`config.mk`:
```
export PLATFORM = sky130hd
export DESIGN_NAME = pc_gen
export DESIGN_NICKNAME = d
export VERILOG_FILES = /design/src/rtl/pc_gen.sv
export SDC_FILE = /design/constraint.sdc
export NUM_CORES = 1
export LEC_CHECK = 0
export BUFFER_PORTS_ARGS = -buffer_cell sky130_fd_sc_hd__buf_2
export CAP_MARGIN = 40
export CORE_MARGIN = 2
export CORE_UTILIZATION = 46
export DETAILED_ROUTE_END_ITERATION = 8
export GPL_TIMING_DRIVEN = 0
export MAX_ROUTING_LAYER = met4
export PLACE_DENSITY = 0.74
export SETUP_SLACK_MARGIN = 0.4
export SLEW_MARGIN = 15
export SYNTH_ARGS = -nofsm -noshare
export SYNTH_HDL_FRONTEND = slang
export SYNTH_SLANG_ARGS = --single-unit
```
`constraint.sdc`:
```
create_clock -name clk -period 2.95 [get_ports clk]
set_input_delay 0.59 -clock clk [delete_from_list [all_inputs] [get_ports clk]]
set_output_delay 0.59 -clock clk [all_outputs]
set_load 0.005 [all_outputs]
```
`src/rtl/pc_gen.sv`:
```
// Program-counter generator: fetch address with a valid/ready handshake toward
// instruction memory, plus redirect, trap/mret, stall and halt handling.
module pc_gen #(
  parameter int unsigned    XLEN         = 32,
  parameter logic [XLEN-1:0] RESET_VECTOR = '0,
  parameter logic [XLEN-1:0] TRAP_VECTOR  = XLEN'(32'h0000_0100)
) (
  input  logic            clk,
  input  logic            rst_n,
  input  logic            stall_i,
  input  logic            redirect_i,
  input  logic [XLEN-1:0] redirect_target_i,
  input  logic            trap_i,
  input  logic            mret_i,
  input  logic            halt_i,
  input  logic            fetch_ready_i,
  output logic            fetch_valid_o,
  output logic [XLEN-1:0] fetch_addr_o,
  output logic [XLEN-1:0] pc_plus4_o,
  output logic [XLEN-1:0] epc_o,
  output logic            misaligned_o,
  output logic            halted_o
);

  typedef enum logic [1:0] {
    BOOT,
    RUN,
    HALT
  } state_t;

  state_t          state, state_nxt;
  logic [XLEN-1:0] pc, pc_nxt;
  logic [XLEN-1:0] epc, epc_nxt;
  logic            mis_q, mis_nxt;
  logic            fire;

  assign fetch_valid_o = (state == RUN);
  assign halted_o      = (state == HALT);
  assign fire          = fetch_valid_o & fetch_ready_i & ~stall_i;
  assign fetch_addr_o  = pc;
  assign pc_plus4_o    = pc + XLEN'(4);
  assign epc_o         = epc;
  assign misaligned_o  = mis_q;

  always_ff @(posedge clk or negedge rst_n) begin
    if (!rst_n) begin
      state <= BOOT;
      pc    <= RESET_VECTOR;
      epc   <= '0;
      mis_q <= 1'b0;
    end else begin
      state <= state_nxt;
      pc    <= pc_nxt;
      epc   <= epc_nxt;
      mis_q <= mis_nxt;
    end
  end

  // Jumps ignore stall/ready: the in-flight fetch is simply dropped.
  always_comb begin
    state_nxt = state;
    pc_nxt    = pc;
    epc_nxt   = epc;
    mis_nxt   = 1'b0;
    unique case (state)
      BOOT: state_nxt = RUN;
      RUN: begin
        if (trap_i) begin
          pc_nxt  = TRAP_VECTOR;
          epc_nxt = pc;
        end else if (mret_i) begin
          pc_nxt = epc;
        end else if (redirect_i) begin
          if (redirect_target_i[1:0] != 2'b00) begin
            pc_nxt  = TRAP_VECTOR;
            epc_nxt = redirect_target_i;
            mis_nxt = 1'b1;
          end else begin
            pc_nxt = redirect_target_i;
          end
        end else if (halt_i) begin
          state_nxt = HALT;
        end else if (fire) begin
          pc_nxt = pc + XLEN'(4);
        end
      end
      default: ;
    endcase
  end

endmodule

```
==> metrics.txt, run 1 <==
CP Data Required Time 2.36 ns; RSZ-0062 raised after global routing true; final wirelength 17000 um; combinational power share 46.7%; Worst Skew 0.00724 ns; Yosys top cell area share 39.2%; port buffer count 137; Row Count 35; status finished clean; fraction of layout cells with a size suffix above 1 39.8%; Primary FF master, synth dfrtp_1; switching power 2.11 mW; count of final setup violators 0; max cap viols 0; ANT cells 0; CTS Hold Bufs 0; switch share 41.3%; Worst Tran Pin Value 0.851 ns; pwr dens 829 mW/mm^2; Seq pwr share 36.6%; post-detailed-route DRC marker count 0; number of flops mapped to enable cells by yosys 0; Critical Path AT 2.18 ns; post-synth cell types 66; vias in the first global route 4824; syn_nets 527; Crit. End Element primary output; Avg Cell Area, Syn 8.80 sq um; clock share of power 16.7%; Congestion Overflow GR 0; area leader, netlist dfrtp_1; Post-synth ARST share 100%; fin crit share 94.0%; Worst slew margin 43.3%; vias per cell 6.24; synth top area cells dfrtp_1, mux2i_1, a21oi_1; Filler cells 740; initial cell density of the core 46.9%; min Tclk post-route 2.77 ns; fmax 0.361 GHz; sequential area share after synthesis 39.2%; Post-Synthesis Cells 486; total CTS buffers 9; commonest non-fill, non-tap cell in the layout buf_2; placed wire-length estimate 11000 um; CTS root buf clkbuf_8; drt wl/cell 21.0 um; GP Congestion 0.944; first-pass GRT wire length 25900 um; CTS tree done; Hold Crit Class in2async; Worst Setup Start Kind flip-flop; Reg clk slew, reported paths 0.08 ns; Die ar. 0.0101 sq mm; Int Power 3.00 mW; clk_lat worst skew 0.35 ns; Worst VDD drop 0.432 mV; chip height 100 um; DRT Pass-1 Iters 7; Crit Path Category reg2out; Synth-to-Final Area Change 44.0%; #FFs+latches synth 67; vias 5037; Hold Vio Cnt, Final 0; initial antenna violation count 0; Pwr Total 5.10 mW; DR iter-0 viols 423; Max Slew Vio Count 0; CTS sink cnt 67; Overall Global Routing Usage 34.3%; core area 0.00911 sq mm; I/O pin total 139; Place WS -0.0355 ns; Mapped Area 0.00428 sq mm; most frequent cells in the layout buf_2, nor2_1, dfrtp_1; static leakage 2.99 nW; Clock Path Buffers 2; Die X 100 um; Ys Warns 0; largest net degree at the start of global routing 56; ANT nets after route 0; Final WS setup 0.177 ns; htree depth 3; crit-path max FO 3; Nets 732
==> synthesized netlist by cell type (all sizes together), types with 7 or more instances <==
library cell and count:
o21ai 22, nor2 64, a221o 8, a221oi 7
nor3 14, nand2 28, inv 9, nand3 14
mux2i 37, xor2 16, xnor2 11, buf 8
dfrtp 67, clkbuf 31, nand4 11, nor4 7
a21oi 50
==> final timing paths <==
kind	cells past startpoint	endpoint	start	slack [ns]
setup / recovery	8	pc_plus4_o[25]	fetch_addr_o[12]	0.18
hold / removal	1	state[1]	rst_n	0.08
setup reg to reg	7	fetch_addr_o[5]	state[1]	0.69
hold reg to reg	1	state[1]	state[1]	0.54
max in group asynchronous	2	fetch_addr_o[16]	rst_n	2.30
min in group clk	3	fetch_addr_o[14]	redirect_target_i[14]	0.48
==> stage by stage <==
| step | setup TNS (ns) | instance area, sq um | hold WS (ns) | std cells | utilization (%) |
|---|---|---|---|---|---|
| after floorplan | 0 | 4280 | 0.294 | 486 | - |
| after global placement | -0.295 | 5100 | 0.510 | 734 | 56.0 |
| after detailed placement | -0.0355 | 5140 | 0.455 | 737 | 56.5 |
| after CTS | 0 | 5890 | 0.0774 | 788 | 64.6 |
| after global routing | 0 | 6160 | 0.0823 | 807 | 67.6 |
| final | 0 | 6160 | 0.0757 | 807 | 67.6 |
==> power groups by stage <==
stage,Sequential (mW),Combinational [mW],Clock (mW)
2_1_floorplan,1.79,0.954,0
3_3_place_gp,1.84,1.79,0
3_5_place_dp,1.86,1.85,0
4_1_cts,1.86,2.15,0.848
5_1_grt,1.92,2.59,0.889
6_report,1.87,2.38,0.853
==> flip-flops by register name, indices dropped and copies added, names as in the netlist <==
signal,flops
fetch_addr_o,32
state,2
epc_o,32
misaligned_o,1
==> critical path, cell delays in order, from the launching register on <==
cell	delay (ns)
dfrtp_1	0.38
clkbuf_8	0.14
nand4_1	0.18
buf_4	0.21
nor4_4	0.23
buf_4	0.19
nand4_1	0.16
xnor2_2	0.21
buf_2	0.15
==> cells by family after synthesis <==
kind of cell / after synthesis / share of synthesized area [%]
AOI/OAI and AO/OA: 134 / 20.9
xor gates and xnor gates: 27 / 5.71
adders and majority gates: 1 / 0.293
buffers and inverters: 49 / 4.71
DFF: 67 / 39.2
muxes: 37 / 8.66
and+or+nand+nor: 171 / 20.5
==> final cells by class <==
| cell class | instances | area, sq um | area share (%) |
|---|---|---|---|
| inverter | 10 | 37.5 | 0.610 |
| tap | 111 | 139 | 2.26 |
| clock inverter | 5 | 61.3 | 0.996 |
| multi-input combinational | 370 | 2680 | 43.6 |
| buffer | 39 | 210 | 3.41 |
| timing repair buffer | 194 | 1180 | 19.1 |
| sequential | 67 | 1700 | 27.5 |
| clock buffer | 11 | 151 | 2.46 |
==> per-layer routing <==
metal,wire length (um),global-route usage [%]
met5,0,-
met2,7970,53.0
met4,595,14.2
met3,1740,6.27
met1,6680,44.6
==> timing repair <==
| item | in CTS | in global routing |
|---|---|---|
| endpoints found under the setup margin | 22 | 30 |
| cloned | 0 | 0 |
| pin swaps | 21 | 14 |
| gates resized for setup | 61 | 31 |
| buffers inserted | 35 | 18 |
Note: power is estimated with default switching activity, not from simulation.
==> run 2, diff against run 1 <==
--- a/config.mk
+++ b/config.mk
@@ -7,7 +7,7 @@
 export LEC_CHECK = 0
 export BUFFER_PORTS_ARGS = -buffer_cell sky130_fd_sc_hd__buf_2
 export CAP_MARGIN = 40
-export CORE_MARGIN = 2
+export CORE_MARGIN = 5
 export CORE_UTILIZATION = 46
 export DETAILED_ROUTE_END_ITERATION = 8
 export GPL_TIMING_DRIVEN = 0
==> run 2 against run 1 <==
Non-clock buffer count shrank 3; sequential power grew 2%; global-route usage shrank 4.0 points; critical path type unchanged; critical endpoint is now pc_plus4_o[21]; highest routed layer unchanged.
==> metrics.txt, run 2 (same netlist as run 1, synthesis figures left out) <==
Die ar. 0.0113 sq mm; core area 0.00915 sq mm; most frequent cells in the layout buf_2, nor2_1, dfrtp_1; Worst Skew 0.00894 ns; placed insts 737; port buffer count 137; min Tclk post-route 2.76 ns; Row Count 35; Critical Path AT 2.17 ns; CTS tree done; length in cells of the worst reg-to-reg path 6; fin crit share 93.6%; Clock Path Buffers 2; ANT cells 0; status finished clean; placed wire-length estimate 11200 um; vias 5109; static leakage 2.97 nW; Seq pwr share 37.3%; switching power 2.14 mW; Crit Path Category reg2out; CP max-delay cell dfrtp_1; Int Power 2.98 mW; Setup TNS 0 ns; Reg clk slew, reported paths 0.09 ns; Worst slew margin 42.0%; Largest delay share family, worst path simple AND/OR/NAND/NOR gates; CP most frequent cell buf_2; largest net degree at the start of global routing 51; max cap viols 0; DR iter-0 viols 626; register-to-register setup slack 0.72 ns; I/O pin total 139; initial cell density of the core 46.7%; post-detailed-route DRC marker count 0; CP Data Required Time 2.36 ns; Crit. End Element primary output; CTS Hold Bufs 0; clk_lat worst skew 0.36 ns; post-route cell area 0.00614 sq mm; worst hold slack 0.0976 ns; GP Congestion 0.954; combinational power share 45.3%; fraction of layout cells with a size suffix above 1 39.5%; Worst Tran Pin Value 0.870 ns; Hold Crit Class in2async; Congestion Overflow GR 0; Synth-to-Final Area Change 43.6%; commonest non-fill, non-tap cell in the layout buf_2; Worst Setup Start Kind flip-flop; final wirelength 17500 um; first-pass GRT wire length 26200 um; reg2reg start state[1]; ANT nets after route 0; RSZ-0062 raised after global routing true; Max Slew Vio Count 0; chip height 106 um; Pwr Total 5.13 mW; drt wl/cell 21.7 um; Nets 729; Worst VDD drop 0.531 mV; Worst Path Buf+Inv 4; worst r2r dst fetch_addr_o[22]; htree depth 3; fmax 0.362 GHz; pwr dens 835 mW/mm^2; Post-DP Area 0.00514 sq mm; initial antenna violation count 0; worst path cell trace clkbuf_8 -> nand4_1 -> buf_4 -> nor4_4 -> buf_2 -> a21boi_1 -> or2_2 -> buf_2; switch share 41.8%; total CTS buffers 9; Overall Global Routing Usage 30.3%; Hold Vio Cnt, Final 0; vias per cell 6.35; Finished Layout Cells 804; slowest stage delay, CP 0.37 ns; vias in the first global route 5118; Die X 106 um; CTS root buf clkbuf_8; count of final setup violators 0; CTS sink cnt 67; crit-path max FO 3; clock share of power 17.5%; DRT Pass-1 Iters 6
==> run 2: cell count changes in the layout (fill, tap and decap cells not counted), sizes merged <==
cell,before,now
inv,9,10
clkbuf,42,41
clkinvlp,3,2
bufinv,1,2
clkinv,2,3
buf,202,198
==> run 2: power by group through the flow <==
stage / logic, mW / clock network (mW) / registers [mW]
floorplan: 0.954 / 0 / 1.79
global placement: 1.81 / 0 / 1.84
detailed placement: 1.88 / 0 / 1.86
CTS: 2.19 / 0.887 / 1.86
global route: 2.53 / 0.938 / 1.97
finish: 2.32 / 0.895 / 1.91
==> run 2: worst register-to-register path: stages (launching register included) <==
cell	delay, ns
dfrtp_1	0.41
nand2b_1	0.15
clkbuf_1	0.21
a21oi_4	0.36
clkbuf_1	0.55
o21ai_0	0.20
a32o_1	0.24
==> run 2: layer usage <==
layer / vias to the layer above / GRT usage (%) / wire [um]
met5: - / - / 0
met1: 2402 / 37.7 / 6450
li1: 2186 / - / -
met2: 437 / 46.2 / 8180
met4: 0 / 17.0 / 711
met3: 84 / 5.89 / 2140
==> run 2: cell type report <==
class	count	area, sq um
Buffer	39	204
Clock buffer	9	124
Clock inverter	7	101
Fill cell	686	3010
Inverter	10	37.5
Multi-Input combinational cell	370	2700
Sequential cell	67	1700
Tap cell	111	139
Timing Repair Buffer	191	1140
==> run 2: repair_timing <==
action                                  CTS  global route
buffers inserted                         38            13
pin swaps                                22            19
resized for setup                        62            25
endpoints found under the hold margin     0             0
endpoints found under the setup margin   20            34
==> run 2: metrics by stage <==
stage               util [%]  setup slack [ns]
floorplan                  -             0.570
global placement        55.7           0.00125
detailed placement      56.2            0.0427
CTS                     64.6             0.236
global route            67.1            0.0630
finish                  67.1             0.188
==> run 2: worst max-delay path by stage <==
stage                             endpoint  depth (start not counted)  slack [ns]        startpoint
after global placement           epc_o[29]                          6       0.001            trap_i
after global routing        pc_plus4_o[21]                          9        0.06  fetch_addr_o[13]
final                       pc_plus4_o[21]                          8        0.19  fetch_addr_o[10]
after CTS                   pc_plus4_o[29]                          7        0.24  fetch_addr_o[10]
after floorplan             pc_plus4_o[29]                          6        0.57  fetch_addr_o[13]
after detailed placement  fetch_addr_o[22]                          7        0.04           stall_i
==> run 3, diff against run 2 <==
--- a/config.mk
+++ b/config.mk
@@ -5,14 +5,16 @@
 export SDC_FILE = /design/constraint.sdc
 export NUM_CORES = 1
 export LEC_CHECK = 0
+export ABC_AREA = 1
 export BUFFER_PORTS_ARGS = -buffer_cell sky130_fd_sc_hd__buf_2
 export CAP_MARGIN = 40
 export CORE_MARGIN = 5
 export CORE_UTILIZATION = 46
+export CTS_BUF_LIST = sky130_fd_sc_hd__clkbuf_8
 export DETAILED_ROUTE_END_ITERATION = 8
 export GPL_TIMING_DRIVEN = 0
 export MAX_ROUTING_LAYER = met4
-export PLACE_DENSITY = 0.74
+export PLACE_DENSITY = 0.73
 export SETUP_SLACK_MARGIN = 0.4
 export SLEW_MARGIN = 15
 export SYNTH_ARGS = -nofsm -noshare
==> constraint.sdc (replaced) <==
create_clock -name clk -period 2.95 [get_ports clk]
set_input_delay 0.59 -clock clk [delete_from_list [all_inputs] [get_ports clk]]
set_output_delay 0.59 -clock clk [all_outputs]
set_load 0.1 [all_outputs]
==> run 3 against run 2 <==
Synthesized cell count grew 36%; cell count is 22% higher; via count rose by 6.8%; cell area rose by 5.3%; global-route usage up 0.95 points; setup slack improved by 0.15 ns; register-to-register slack better by 0.27 ns; highest routed layer unchanged.
==> metrics.txt, run 3 <==
sequential area share after synthesis 37.8%; Reg clk slew, reported paths 0.09 ns; drt wl/cell 18.2 um; Clock Path Buffers 2; vias in the first global route 5294; ANT cells 0; ANT nets after route 0; #FFs+latches synth 67; final wirelength 17800 um; Crit. End Element primary output; min Tclk post-route 2.62 ns; CTS tree done; Worst Tran Pin Value 0.823 ns; Worst slew margin 45.1%; DR iter-0 viols 403; post-synth cell types 35; Synth top cells by count nand2_1, nor2_1, dfrtp_1, nand3_1, inv_1; core area 0.00933 sq mm; Yosys top cell area share 37.8%; initial antenna violation count 0; Post-synth ARST share 100%; commonest non-fill, non-tap cell in the layout nand2_1; placed wire-length estimate 12400 um; crit-path max FO 4; Mapped Area 0.00443 sq mm; Hold Vio Cnt, Final 0; CTS Hold Bufs 0; CTS root buf clkbuf_8; Synth-to-Final Area Change 45.8%; Primary FF master, synth dfrtp_1; Ys Warns 0; chip height 108 um; CP Data Required Time 2.36 ns; most frequent cells in the layout nand2_1, buf_2, nor2_1; vias per cell 5.57; syn_nets 702; Row Count 35; top-count cell post-synth nand2_1; initial cell density of the core 47.5%; fin crit share 88.7%; max cap viols 0; Worst Setup Start Kind flip-flop; Congestion Overflow GR 0; Post-Synthesis Cells 661; vias 5454; Die X 108 um; first-pass GRT wire length 27400 um; count of final setup violators 0; Critical Path AT 2.03 ns; Setup TNS 0 ns; Overall Global Routing Usage 31.2%; total CTS buffers 9; Worst Skew 0.0118 ns; Avg Cell Area, Syn 6.71 sq um; post-detailed-route DRC marker count 0; Crit Path Category reg2out; DRT Pass-1 Iters 6; RSZ-0062 raised after global routing true; htree depth 3; synth top area cells dfrtp_1, nand2_1, nor2_1; GP Congestion 0.947; Max Slew Vio Count 0; Die ar. 0.0117 sq mm; status finished clean; area leader, netlist dfrtp_1; number of flops mapped to enable cells by yosys 0; Nets 886; fmax 0.382 GHz; Hold Crit Class in2async; CTS sink cnt 67; fraction of layout cells with a size suffix above 1 36.0%; port buffer count 136; Filler cells 791; largest net degree at the start of global routing 37; I/O pin total 139; clk_lat worst skew 0.36 ns
[run 3: cell types whose count changed in the layout (fill, tap and decap cells not counted), sizes merged, moves of 15 or more]
cell / delta
nand2: +233
a21oi: -45
inv: +41
mux2i: -37
nand3: +37
nor2: +32
a31oi: +25
clkbuf: -15
[run 3: area by class of cell]
class	instances	area, sq um	area share, %
repair buffers	173	1330	20.6
clock inverters	6	41.3	0.639
inverters	51	204	3.16
flip-flops and latches	67	1720	26.6
plain buffers	32	151	2.34
multi-input cells	511	2710	42.0
well taps	129	161	2.50
clock buffers	10	138	2.13
[run 3: cells by family after synthesis]
| group | count (synthesis) | share of synthesized area (%) |
|---|---|---|
| xor+xnor | 12 | 3.56 |
| flops | 67 | 37.8 |
| simple gates | 419 | 39.3 |
| buf+inv | 83 | 7.79 |
| fa+ha+maj | 1 | 0.282 |
| compound gates | 79 | 11.2 |
[run 3: worst max-delay path: stages, from the launching register on]
cell and delay, ns:
dfrtp_4 0.46, buf_12 0.12, inv_8 0.03, nor2_4 0.19, nand2_4 0.14, buf_12 0.15
buf_12 0.11, xnor2_4 0.14, buf_4 0.31
[run 3: metal layers]
| metal | GRT usage, % | routed length, um | vias to the layer above |
|---|---|---|---|
| met5 | - | 0 | - |
| met3 | 5.01 | 1650 | 50 |
| met4 | 9.65 | 506 | 0 |
| li1 | - | - | 2475 |
| met2 | 51.4 | 8570 | 329 |
| met1 | 39.7 | 7080 | 2600 |
[run 3: worst paths after layout]
| check | from | end | slack, ns | depth (start not counted) |
|---|---|---|---|---|
| max in group asynchronous | rst_n | fetch_addr_o[3] | 2.18 | 2 |
| max | fetch_addr_o[2] | pc_plus4_o[9] | 0.33 | 8 |
| min reg2reg | state[1] | state[1] | 0.52 | 1 |
| min | rst_n | epc_o[5] | 0.17 | 1 |
| min in group clk | redirect_target_i[31] | epc_o[31] | 0.50 | 3 |
| max reg2reg | fetch_addr_o[2] | fetch_addr_o[20] | 0.99 | 13 |
[run 3: metrics by stage]
stage / utilization, % / hold slack [ns] / cells / cell area [sq um] / worst slack (ns)
after global placement: 59.4 / 0.497 / 926 / 5540 / 0.472
after detailed placement: 59.6 / 0.504 / 927 / 5560 / 0.456
after CTS: 65.8 / 0.180 / 958 / 6140 / 0.370
final: 69.3 / 0.175 / 979 / 6460 / 0.334
after floorplan: - / 0.294 / 661 / 4700 / 0.236
after global routing: 69.3 / 0.204 / 979 / 6460 / 0.283
[run 3: timing repair]
action	in CTS	in global routing
pin swaps	15	22
gates cloned	0	0
gates resized for setup	70	40
buffers inserted	15	21
setup endpoints to repair	24	24
Power of run 3 is left out: the tool's default activity adds up to more than one toggle a clock period on the data nets, which glitch-free logic cannot reach.
